File: src/rtl/y86_alu_pkg.sv
// y86_alu_pkg: shared constants for the Y86-64 execute-stage ALU.
// Latency: n/a (declarations only).
// Backpressure: n/a.
// Contents: word width, ALU function codes, condition-code bit indices, CC reset value.
package y86_alu_pkg;

  localparam int WORD_W = 64;

  // Function-select encoding carried on ALUfun.
  typedef enum logic [1:0] {
    ALU_ADD = 2'b00,
    ALU_SUB = 2'b01,
    ALU_AND = 2'b10,
    ALU_XOR = 2'b11
  } alu_fun_e;

  // Bit positions inside the 3-bit condition-code vector.
  localparam int CC_OF = 0;
  localparam int CC_SF = 1;
  localparam int CC_ZF = 2;

  // Reset CC matches a zero result: ZF set, SF and OF clear.
  localparam logic [2:0] CC_RESET = 3'b100;

endpackage

File: src/rtl/y86_alu_if.sv
// y86_alu_if: operand/function inputs and registered result/flags of the execute-stage ALU.
// Latency: n/a (signal bundle only); result lags operands by one clock inside the ALU.
// Backpressure: none, no handshake; a new operation may be presented every cycle.
// Signals: ALUA/ALUB operands, ALUfun op select, valE result, CC = {ZF, SF, OF}.
interface y86_alu_if;

  logic [63:0] ALUA;
  logic [63:0] ALUB;
  logic [1:0]  ALUfun;
  logic [63:0] valE;
  logic [2:0]  CC;

  // Master: the decode/execute control that supplies operands and consumes results.
  modport master (
    output ALUA, ALUB, ALUfun,
    input  valE, CC
  );

  // Slave: the ALU itself.
  modport slave (
    input  ALUA, ALUB, ALUfun,
    output valE, CC
  );

endinterface

File: src/rtl/y86_alu_addsub.sv
// y86_alu_addsub: 64-bit adder/subtractor producing the sum and the signed-overflow flag.
// Latency: combinational.
// Backpressure: none.
// Ports: a_i, b_i operands; sub_i selects A - B; sum_o result mod 2^64; ovf_o signed overflow.
module y86_alu_addsub
  import y86_alu_pkg::*;
(
  input  logic [WORD_W-1:0] a_i,
  input  logic [WORD_W-1:0] b_i,
  input  logic              sub_i,
  output logic [WORD_W-1:0] sum_o,
  output logic              ovf_o
);

  logic [WORD_W-1:0] b_eff;

  // Subtraction is A + ~B + 1; the carry-in rides on the low bit of the third addend.
  assign b_eff = sub_i ? ~b_i : b_i;
  assign sum_o = a_i + b_eff + {{(WORD_W-1){1'b0}}, sub_i};

  // Overflow when both addends share a sign that the sum does not. Using the
  // inverted B makes this one test cover both add and sub.
  assign ovf_o = (a_i[WORD_W-1] == b_eff[WORD_W-1]) &&
                 (sum_o[WORD_W-1] != a_i[WORD_W-1]);

endmodule

File: src/rtl/y86_alu.sv
// y86_alu: Y86-64 execute-stage ALU (add/sub/and/xor) with OF/SF/ZF condition codes.
// Latency: 1 clock; valE and CC are registered and update on every rising edge.
// Backpressure: none; accepts a new operation every cycle, rst loads valE=0, CC=3'b100.
// Ports: clk, rst (sync, active high), alu (slave modport: ALUA, ALUB, ALUfun in; valE, CC out).
module y86_alu
  import y86_alu_pkg::*;
(
  input  logic      clk,
  input  logic      rst,
  y86_alu_if.slave  alu
);

  logic [WORD_W-1:0] sum;
  logic              ovf;
  logic [WORD_W-1:0] val_e_d;
  logic [WORD_W-1:0] val_e_q;
  logic              of_d;
  logic [2:0]        cc_d;
  logic [2:0]        cc_q;

  y86_alu_addsub u_addsub (
    .a_i   (alu.ALUA),
    .b_i   (alu.ALUB),
    .sub_i (alu.ALUfun == ALU_SUB),
    .sum_o (sum),
    .ovf_o (ovf)
  );

  always_comb begin
    val_e_d = sum;
    of_d    = 1'b0;
    case (alu.ALUfun)
      ALU_ADD,
      ALU_SUB: begin
        val_e_d = sum;
        of_d    = ovf;
      end
      ALU_AND: val_e_d = alu.ALUA & alu.ALUB;
      ALU_XOR: val_e_d = alu.ALUA ^ alu.ALUB;
      default: ;
    endcase
  end

  always_comb begin
    cc_d        = '0;
    cc_d[CC_OF] = of_d;
    cc_d[CC_SF] = val_e_d[WORD_W-1];
    cc_d[CC_ZF] = (val_e_d == '0);
  end

  always_ff @(posedge clk) begin
    if (rst) begin
      val_e_q <= '0;
      cc_q    <= CC_RESET;
    end else begin
      val_e_q <= val_e_d;
      cc_q    <= cc_d;
    end
  end

  assign alu.valE = val_e_q;
  assign alu.CC   = cc_q;

endmodule

File: src/flat_wrapper.sv
// flat-port wrapper written by rule: the top's interface ports become plain ports
module y86_alu_flat import y86_alu_pkg::*;
  (clk, rst, alu_ALUA, alu_ALUB, alu_ALUfun, alu_valE, alu_CC);
  y86_alu_if alu_i ();
  input  logic clk;
  input  logic rst;
  input wire logic [$bits(alu_i.ALUA)-1:0] alu_ALUA;
  input wire logic [$bits(alu_i.ALUB)-1:0] alu_ALUB;
  input wire logic [$bits(alu_i.ALUfun)-1:0] alu_ALUfun;
  output wire logic [$bits(alu_i.valE)-1:0] alu_valE;
  output wire logic [$bits(alu_i.CC)-1:0] alu_CC;
  assign alu_i.ALUA = alu_ALUA;
  assign alu_i.ALUB = alu_ALUB;
  assign alu_i.ALUfun = alu_ALUfun;
  assign alu_valE = alu_i.valE;
  assign alu_CC = alu_i.CC;
  y86_alu u_core (.clk(clk), .rst(rst), .alu(alu_i));
endmodule
File: config.mk
export PLATFORM = sky130hd
export DESIGN_NAME = y86_alu_flat
export DESIGN_NICKNAME = d
export VERILOG_FILES = /design/src/rtl/y86_alu_pkg.sv /design/src/rtl/y86_alu_if.sv /design/src/rtl/y86_alu_addsub.sv /design/src/rtl/y86_alu.sv /design/src/flat_wrapper.sv
export SDC_FILE = /design/constraint.sdc
export NUM_CORES = 1
export LEC_CHECK = 0
export BUFFER_PORTS_ARGS = -buffer_cell sky130_fd_sc_hd__clkbuf_2
export CAP_MARGIN = 10
export CORE_ASPECT_RATIO = 1.25
export CORE_MARGIN = 8
export CORE_UTILIZATION = 45
export CTS_CLUSTER_DIAMETER = 30
export DETAILED_ROUTE_END_ITERATION = 12
export PLACE_DENSITY = 0.69
export SLEW_MARGIN = 20
export SYNTH_ARGS = -nofsm -noshare
export SYNTH_HDL_FRONTEND = slang
export SYNTH_HIERARCHICAL = 1
export SYNTH_SLANG_ARGS = --single-unit
File: constraint.sdc
create_clock -name clk -period 7.1 [get_ports clk]
set_input_delay 1.065 -clock clk [delete_from_list [all_inputs] [get_ports clk]]
set_output_delay 1.065 -clock clk [all_outputs]
set_load 0.005 [all_outputs]
==> flow_summary.ini, run 1 <==
[worst_setup_path]
crit_fanout = 29
worstPathCellList = buf_4, nor2b_4, buf_4, buf_4, xor2_1, ha_1, a21o_1, a21oi_1, nor2_1, o21ai_0, a21oi_1, or4_1, a31oi_2, xnor2_1, o21ai_0, nand4_1, nor4_1, a41o_1
start_kind = input port
critical_path_class = input port to flop
slowest_delay_ps = 620
setup.worst_path.end_class = flop
required_ps = 7390
crit_top_cell = buf_4
crit_arrival_ps = 6560
slowest_stage = or4_1

[global_route]
grtUsageTotal_pct = 23.8
grt_pass1_wl_um = 45300
first_global_vias = 8756
antenna_found_initial = 0
grt.overflow.total = 0
grt_max_degree = 67

[floorplan]
die_h_um = 169
fp.dieW_um = 139
core_area_um2 = 18600
start_util_pct = 45.5
die-area_um2 = 23500
io_pins = 199
rows = 56

[layout]
fin_nets = 1514
final_common_cell = clkbuf_2
syn_to_final_growth_pct = 16.4
layout-drive-gt1-share_pct = 19.1
final_cell_mix = 196 x clkbuf_2, 126 x ha_1, 110 x nor2_1
final_area_um2 = 9840
n_antenna_cell = 0

[power]
powerDensity_nw_per_um2 = 191
p_leak_nw = 4.89
ir_drop_v = 0.000119
total_power_w = 0.00188

[logic_synthesis]
synth_edf_count = 0
async_reset_ff_share_pct = 0
syn_area_um2 = 8460
synth_top_cell_by_area = ha_1
synth-main-ff-cell = dfxtp_1
ys.warnings.count = 6
yosysSeqAreaShare_pct = 15.6
ys_ff_latch = 66
synth_cell_type_count = 70
synth_top_cell_area_share_pct = 18.6
synth_area_leaders = ha_1 19%, dfxtp_1 16%, xor2_1 8.9%
netlist_instances = 1092
avgSynthCellArea_um2 = 7.74
synth.net_count = 1351

[timing]
final-hold-violation-count = 0
min_period_over_period_pct = 88.3
period_needed_ps = 6270
tns_ps = 0
fmax_mhz = 159
final_max_slew_viol_count = 0
setup_violations = 0
slew_headroom_pct = 44.2
grt_setup_unrepaired = false
tightestPinTransition_ps = 816

[placement]
place_area_um2 = 9540
gp_congestion = 0.956
port_buffers = 198
dp_hpwl_um = 23600

[hold_path]
hold_path_class = input port to flop
hold_path_depth = 4
min_to = u_core/alu.CC[0]
hp-start = alu_ALUA[63]

[run_status]
status = complete, no violations

[drt]
drtIter0Drc = 539
postRouteAntennaNets = 0
vias = 8827
drc_errors = 0
drt_wl_total_um = 29000
avgViaCountPerCell = 5.92
firstDrtPassIters = 6
wl_per_cell_um = 19.5

[clocking]
clk_path_buf_depth = 2
cts_buffers = 9
root_buffer = clkbuf_16
htreeDepth = 3
cts_setup_buffers = 0
clk_pin_slew_ps = 60
numClockSinks = 66
hold_buffers = 0
cts_resized = 0
cts_tree = built

[run]
maxCapViolations = 0
## cell families (layout without fill, tap and decap cells)
logic type	count (synthesis)	count (layout)	synth area share, %
AOI/OAI and AO/OA	293	293	21.6
xor gates and xnor gates	123	123	12.7
adders and majority gates	127	127	18.9
buffers and inverters	81	249	4.41
DFF	66	66	15.6
muxes	74	74	8.88
and+or+nand+nor	328	328	17.9
## sequential cells by signal, indices dropped and copies added, names as in the netlist
| name | flops |
|---|---|
| u_core/alu.CC | 3 |
| u_core/alu.valE | 63 |
## synthesized netlist by cell type, types with 13 or more instances
cell      number
ha_1         126
nor2_1       110
nand2_1      104
xor2_1        86
o21ai_0       82
a21oi_1       80
dfxtp_1       66
mux2i_1       66
xnor2_1       37
nand4_1       36
a21o_1        31
clkbuf_1      27
inv_1         26
o21bai_1      19
nor3_1        16
nand3_1       14
o21ai_1       14
a31oi_1       13
## area by class of cell
| type | count | area [um2] |
|---|---|---|
| inverters | 26 | 97.6 |
| flip-flops and latches | 66 | 1320 |
| clock inverters | 7 | 76.3 |
| multi-input cells | 945 | 6770 |
| clock buffers | 9 | 225 |
| well taps | 232 | 290 |
| repair buffers | 207 | 1060 |
| fillers | 1835 | 8720 |
## power breakdown
part	internal [W]	switching, W
clock	0.000275	0.000202
combinational	0.000385	0.000585
sequential	0.000419	0.0000137
## per-layer routing
| layer | global-route usage, % | vias up | wire (um) |
|---|---|---|---|
| met5 | 0 | - | 0 |
| met4 | 12.7 | 0 | 1450 |
| met3 | 4.28 | 79 | 1860 |
| met2 | 42.3 | 370 | 14200 |
| li1 | - | 4292 | - |
| met1 | 26.6 | 4086 | 11500 |
## worst max-delay path by stage
stage	from	endpoint	slack (ps)	depth (start not counted)
after detailed placement	alu_ALUfun[0]	u_core/alu.CC[2]	520	18
after floorplan	alu_ALUfun[0]	u_core/alu.CC[2]	1600	20
after CTS	alu_ALUfun[0]	u_core/alu.CC[2]	880	18
after global placement	alu_ALUfun[0]	u_core/alu.CC[2]	530	18
after global routing	alu_ALUfun[0]	u_core/alu.CC[2]	600	18
final	alu_ALUfun[0]	u_core/alu.CC[2]	830	18
## critical path: cells and delay by family
family | cells | cell delay [ps]
adders and majority gates | 1 | 360
buffers and inverters | 3 | 970
AOI/OAI and AO/OA | 7 | 1870
and+or+nand+nor | 5 | 2010
xor gates and xnor gates | 2 | 270
## metrics by stage
| step | instances | hold slack [ps] | utilization [%] | setup slack, ps |
|---|---|---|---|---|
| 6_report | 1492 | 1160 | 53.0 | 829 |
| 5_1_grt | 1492 | 1180 | 53.0 | 599 |
| 4_1_cts | 1492 | 1130 | 53.0 | 885 |
| 3_5_place_dp | 1476 | 1440 | 51.4 | 525 |
| 3_3_place_gp | 1476 | 1440 | 51.4 | 526 |
| 2_1_floorplan | 1092 | 1340 | - | 1600 |
Power figures use the tool's default switching activity.
==> inputs of run 2 (changes only) <==
Clock period 7.1 ns to 6.6 ns, I/O delays scaled along.
==> flow_summary.ini, run 2 (synthesis gave the netlist of run 1 again) <==
[layout]
regArea_um2 = 1320
syn_to_final_growth_pct = 17.0
final_common_cell = clkbuf_2
largest_reg_flops = 63
layout-drive-gt1-share_pct = 19.0
final_cell_mix = 196 x clkbuf_2, 126 x ha_1, 110 x nor2_1
n_antenna_cell = 0
fillers = 1839
fin_nets = 1512
multiInputGateArea_um2 = 6770

[floorplan]
die-area_um2 = 23500
die_h_um = 169
fp.dieW_um = 139
core_area_um2 = 18600
io_pins = 199
rows = 56
start_util_pct = 45.5

[global_route]
grtUsageTotal_pct = 23.8
grt_max_degree = 88
antenna_found_initial = 0
busiest_layer = met2
use_met2_pct = 43.3
grt_pass1_wl_um = 45500
grt.overflow.total = 0
met3_usage_pct = 4.17
met1_usage_pct = 26.0
first_global_vias = 8711

[drt]
wl_per_cell_um = 19.2
drc_errors = 0
postRouteAntennaNets = 0
drtIter0Drc = 472
firstDrtPassIters = 5
drt_wl_total_um = 28600
vias = 8734
avgViaCountPerCell = 5.86

[worst_setup_path]
slowest_delay_ps = 610
slowest_stage = nor4_1
start_kind = input port
setup.worst_path.end_class = flop
crit_arrival_ps = 6320
cp_top_family = compound AO/OA/AOI/OAI gates
crit_fanout = 39
critical_path_class = input port to flop
crit_buf_inv = 4
worstPathCellList = buf_4, nor2b_4, buf_12, buf_4, xor2_1, ha_1, a21oi_1, o21ai_0, a21oi_1, inv_1, or4_1, a31oi_2, xnor2_1, o21ai_0, nand4_1, nor4_1, a41o_1
required_ps = 6890

[power]
p_leak_nw = 4.92
combPwrFrac_pct = 49.7
clockPowerShare_pct = 28.0
power_frac_seq_pct = 22.3
powerDensity_nw_per_um2 = 211
ir_drop_v = 0.000132
swShare_pct = 40.3
p_switching_w = 0.000839
internal-power_w = 0.00125

[clocking]
cts_buffers = 9
cts_setup_buffers = 0
htreeDepth = 3
root_buffer = clkbuf_16
numClockSinks = 66
cts_tree = built
cts_resized = 0
hold_buffers = 0
clk_pin_slew_ps = 60
clk_path_buf_depth = 2

[timing]
final-hold-violation-count = 0
tns_ps = 0
tightestPinTransition_ps = 847
fmax_mhz = 166
grt_setup_unrepaired = false
period_needed_ps = 6040
whs_ps = 1070
slew_headroom_pct = 43.5
min_period_over_period_pct = 91.5
setup_violations = 0
final_max_slew_viol_count = 0
setup_ws_ps = 564

[run]
maxCapViolations = 0

[placement]
post-place-ws_ps = 249
port_buffers = 198
dp_hpwl_um = 23600
gp_congestion = 1.01

[run_status]
status = complete, no violations

[hold_path]
hold_path_class = input port to flop
## run 2: changes by cell type in the layout (fill, tap and decap cells not counted)
cell and delta:
clkbuf_8 +1, clkinvlp_4 -2, inv_6 -1, buf_12 +1, bufinv_16 +2, buf_4 -3
## run 2: power by group through the flow
stage                     registers (W)  logic, W  clock network, W
final                          0.000464   0.00104          0.000584
after global placement         0.000472   0.00102                 0
after floorplan                0.000480  0.000695                 0
after CTS                      0.000464   0.00103          0.000597
after detailed placement       0.000473   0.00103                 0
after global routing           0.000469   0.00115          0.000609
## run 2: area by class of cell
cell class	instances	area share, %
Multi-Input combinational cell	945	68.4
Sequential cell	66	13.4
Timing Repair Buffer	205	10.7
Tap cell	232	2.93
Clock buffer	10	2.42
Clock inverter	6	1.14
Inverter	26	0.987
## run 2: metrics by stage
step	std cells	cell area [um2]	total power (W)	util, %
floorplan	1092	8460	0.00117	-
global placement	1474	9540	0.00150	51.4
detailed placement	1474	9540	0.00150	51.4
CTS	1490	9890	0.00209	53.3
global route	1490	9890	0.00222	53.3
finish	1490	9890	0.00208	53.3
## run 2: final timing paths
check	startpoint	end	slack [ps]	cells past startpoint
max	alu_ALUfun[1]	u_core/alu.CC[2]	560	17
min	alu_ALUA[63]	u_core/alu.CC[0]	1070	4
## run 2: layer usage
metal | vias to the layer above | part of all wire, %
met5 | - | 0
met4 | 0 | 4.4
met3 | 71 | 5.5
met2 | 328 | 50
met1 | 4053 | 40
li1 | 4282 | -
==> inputs of run 3 (changes only) <==
Settings changed: CORE_UTILIZATION 45 to 39, PLACE_DENSITY 0.69 to unset.
==> flow_summary.ini, run 3 (synthesis gave the netlist of run 1 again) <==
[timing]
fmax_mhz = 175
slew_headroom_pct = 47.7
min_period_over_period_pct = 86.7
tightestPinTransition_ps = 776
grt_setup_unrepaired = false
final-hold-violation-count = 0
period_needed_ps = 5720
tns_ps = 0
setup_violations = 0
final_max_slew_viol_count = 0

[power]
p_switching_w = 0.000853
swShare_pct = 40.8
power_frac_seq_pct = 22.4
clockPowerShare_pct = 27.5
powerDensity_nw_per_um2 = 210
internal-power_w = 0.00124
ir_drop_v = 0.000113
combPwrFrac_pct = 50.1
p_leak_nw = 4.93

[drt]
postRouteAntennaNets = 0
vias = 8634
drc_errors = 0
wl_per_cell_um = 19.4
firstDrtPassIters = 5
drt_wl_total_um = 29800
drtIter0Drc = 518
avgViaCountPerCell = 5.60

[floorplan]
die_h_um = 181
io_pins = 199
rows = 60
die-area_um2 = 26700
core_area_um2 = 21400
fp.dieW_um = 148
start_util_pct = 39.5

[clocking]
cts_tree = built
cts_setup_buffers = 0
htreeDepth = 3
cts_buffers = 9
hold_buffers = 0
clk_path_buf_depth = 2
numClockSinks = 66
cts_resized = 0
clk_pin_slew_ps = 70
root_buffer = clkbuf_16

[placement]
dp_hpwl_um = 24600
dp_cells = 1525
port_buffers = 198
gp_congestion = 0.948

[layout]
final_common_cell = clkbuf_2
largest_reg_flops = 63
layout-drive-gt1-share_pct = 19.3
final_cells = 1541
syn_to_final_growth_pct = 17.9
n_antenna_cell = 0
fillers = 2212
final_cell_mix = 196 x clkbuf_2, 126 x ha_1, 110 x nor2_1
fin_nets = 1516

[run]
maxCapViolations = 0

[global_route]
first_global_vias = 8682
grt.overflow.total = 0
grtUsageTotal_pct = 21.6
antenna_found_initial = 1
grt_max_degree = 78
grt_pass1_wl_um = 46200

[worst_setup_path]
critical_path_class = input port to flop
crit_arrival_ps = 6010
required_ps = 6890
setup.worst_path.end_class = flop
crit_fanout = 47
start_kind = input port

[run_status]
status = complete, no violations

[hold_path]
hold_path_class = input port to flop
-- run 3: cell types whose count changed in the layout (fill, tap and decap cells not counted) --
cell	change
clkbuf_8	-1
buf_4	+4
inv_6	-1
clkinv_2	+1
clkinv_4	+1
-- run 3: stage by stage --
step           worst slack [ps]  util, %  total power (W)  cell area (um2)  hold slack, ps
6_report                    879     46.6          0.00209             9970            1080
5_1_grt                     587     46.6          0.00223             9970            1110
4_1_cts                     992     46.6          0.00210             9970            1060
3_5_place_dp                669     45.0          0.00151             9630            1360
3_3_place_gp                713     45.0          0.00151             9630            1360
2_1_floorplan              1180        -          0.00117             8460            1260
-- run 3: power by group through the flow --
| stage | Combinational (W) | Sequential, W | Clock [W] |
|---|---|---|---|
| final | 0.00105 | 0.000468 | 0.000576 |
| after global placement | 0.00104 | 0.000476 | 0 |
| after detailed placement | 0.00104 | 0.000477 | 0 |
| after floorplan | 0.000695 | 0.000480 | 0 |
| after global routing | 0.00115 | 0.000473 | 0.000608 |
| after CTS | 0.00104 | 0.000468 | 0.000592 |
-- run 3: worst max-delay path, stage by stage --
cell,delay [ps]
buf_4,130
nor2b_4,120
buf_12,310
xor2_1,230
inv_1,90
fa_1,420
nand2b_1,190
a21oi_1,210
nor3_1,90
o41ai_2,460
a31oi_1,340
o21ai_1,300
a21boi_1,220
o31ai_1,430
xor2_1,110
o21ai_0,270
nand4_1,290
nor4_1,520
a41o_1,250
-- run 3: final timing paths --
path                           from          endpoint  slack, ps  depth (start not counted)
worst max-delay path  alu_ALUfun[1]  u_core/alu.CC[2]        880                         19
worst min-delay path   alu_ALUA[63]  u_core/alu.CC[0]       1080                          4
-- run 3: per-layer routing --
layer	track usage, %	wire length (um)	share of wire, %	vias up
li1	-	-	-	4283
met1	23.9	12000	40	3981
met2	39.0	14900	50	301
met3	4.10	1740	5.8	67
met4	10.0	1160	3.9	2
met5	0	13	0.044	-
-- run 3: cell type report --
type                       instances  area, um2  share of cell area (%)
clock inverter                     7        118                    1.18
sequential                        66       1320                    13.3
tap                              279        349                    3.50
clock buffer                       9        225                    2.26
inverter                          26       97.6                   0.979
timing repair buffer             209       1090                    10.9
multi-input combinational        945       6770                    67.9
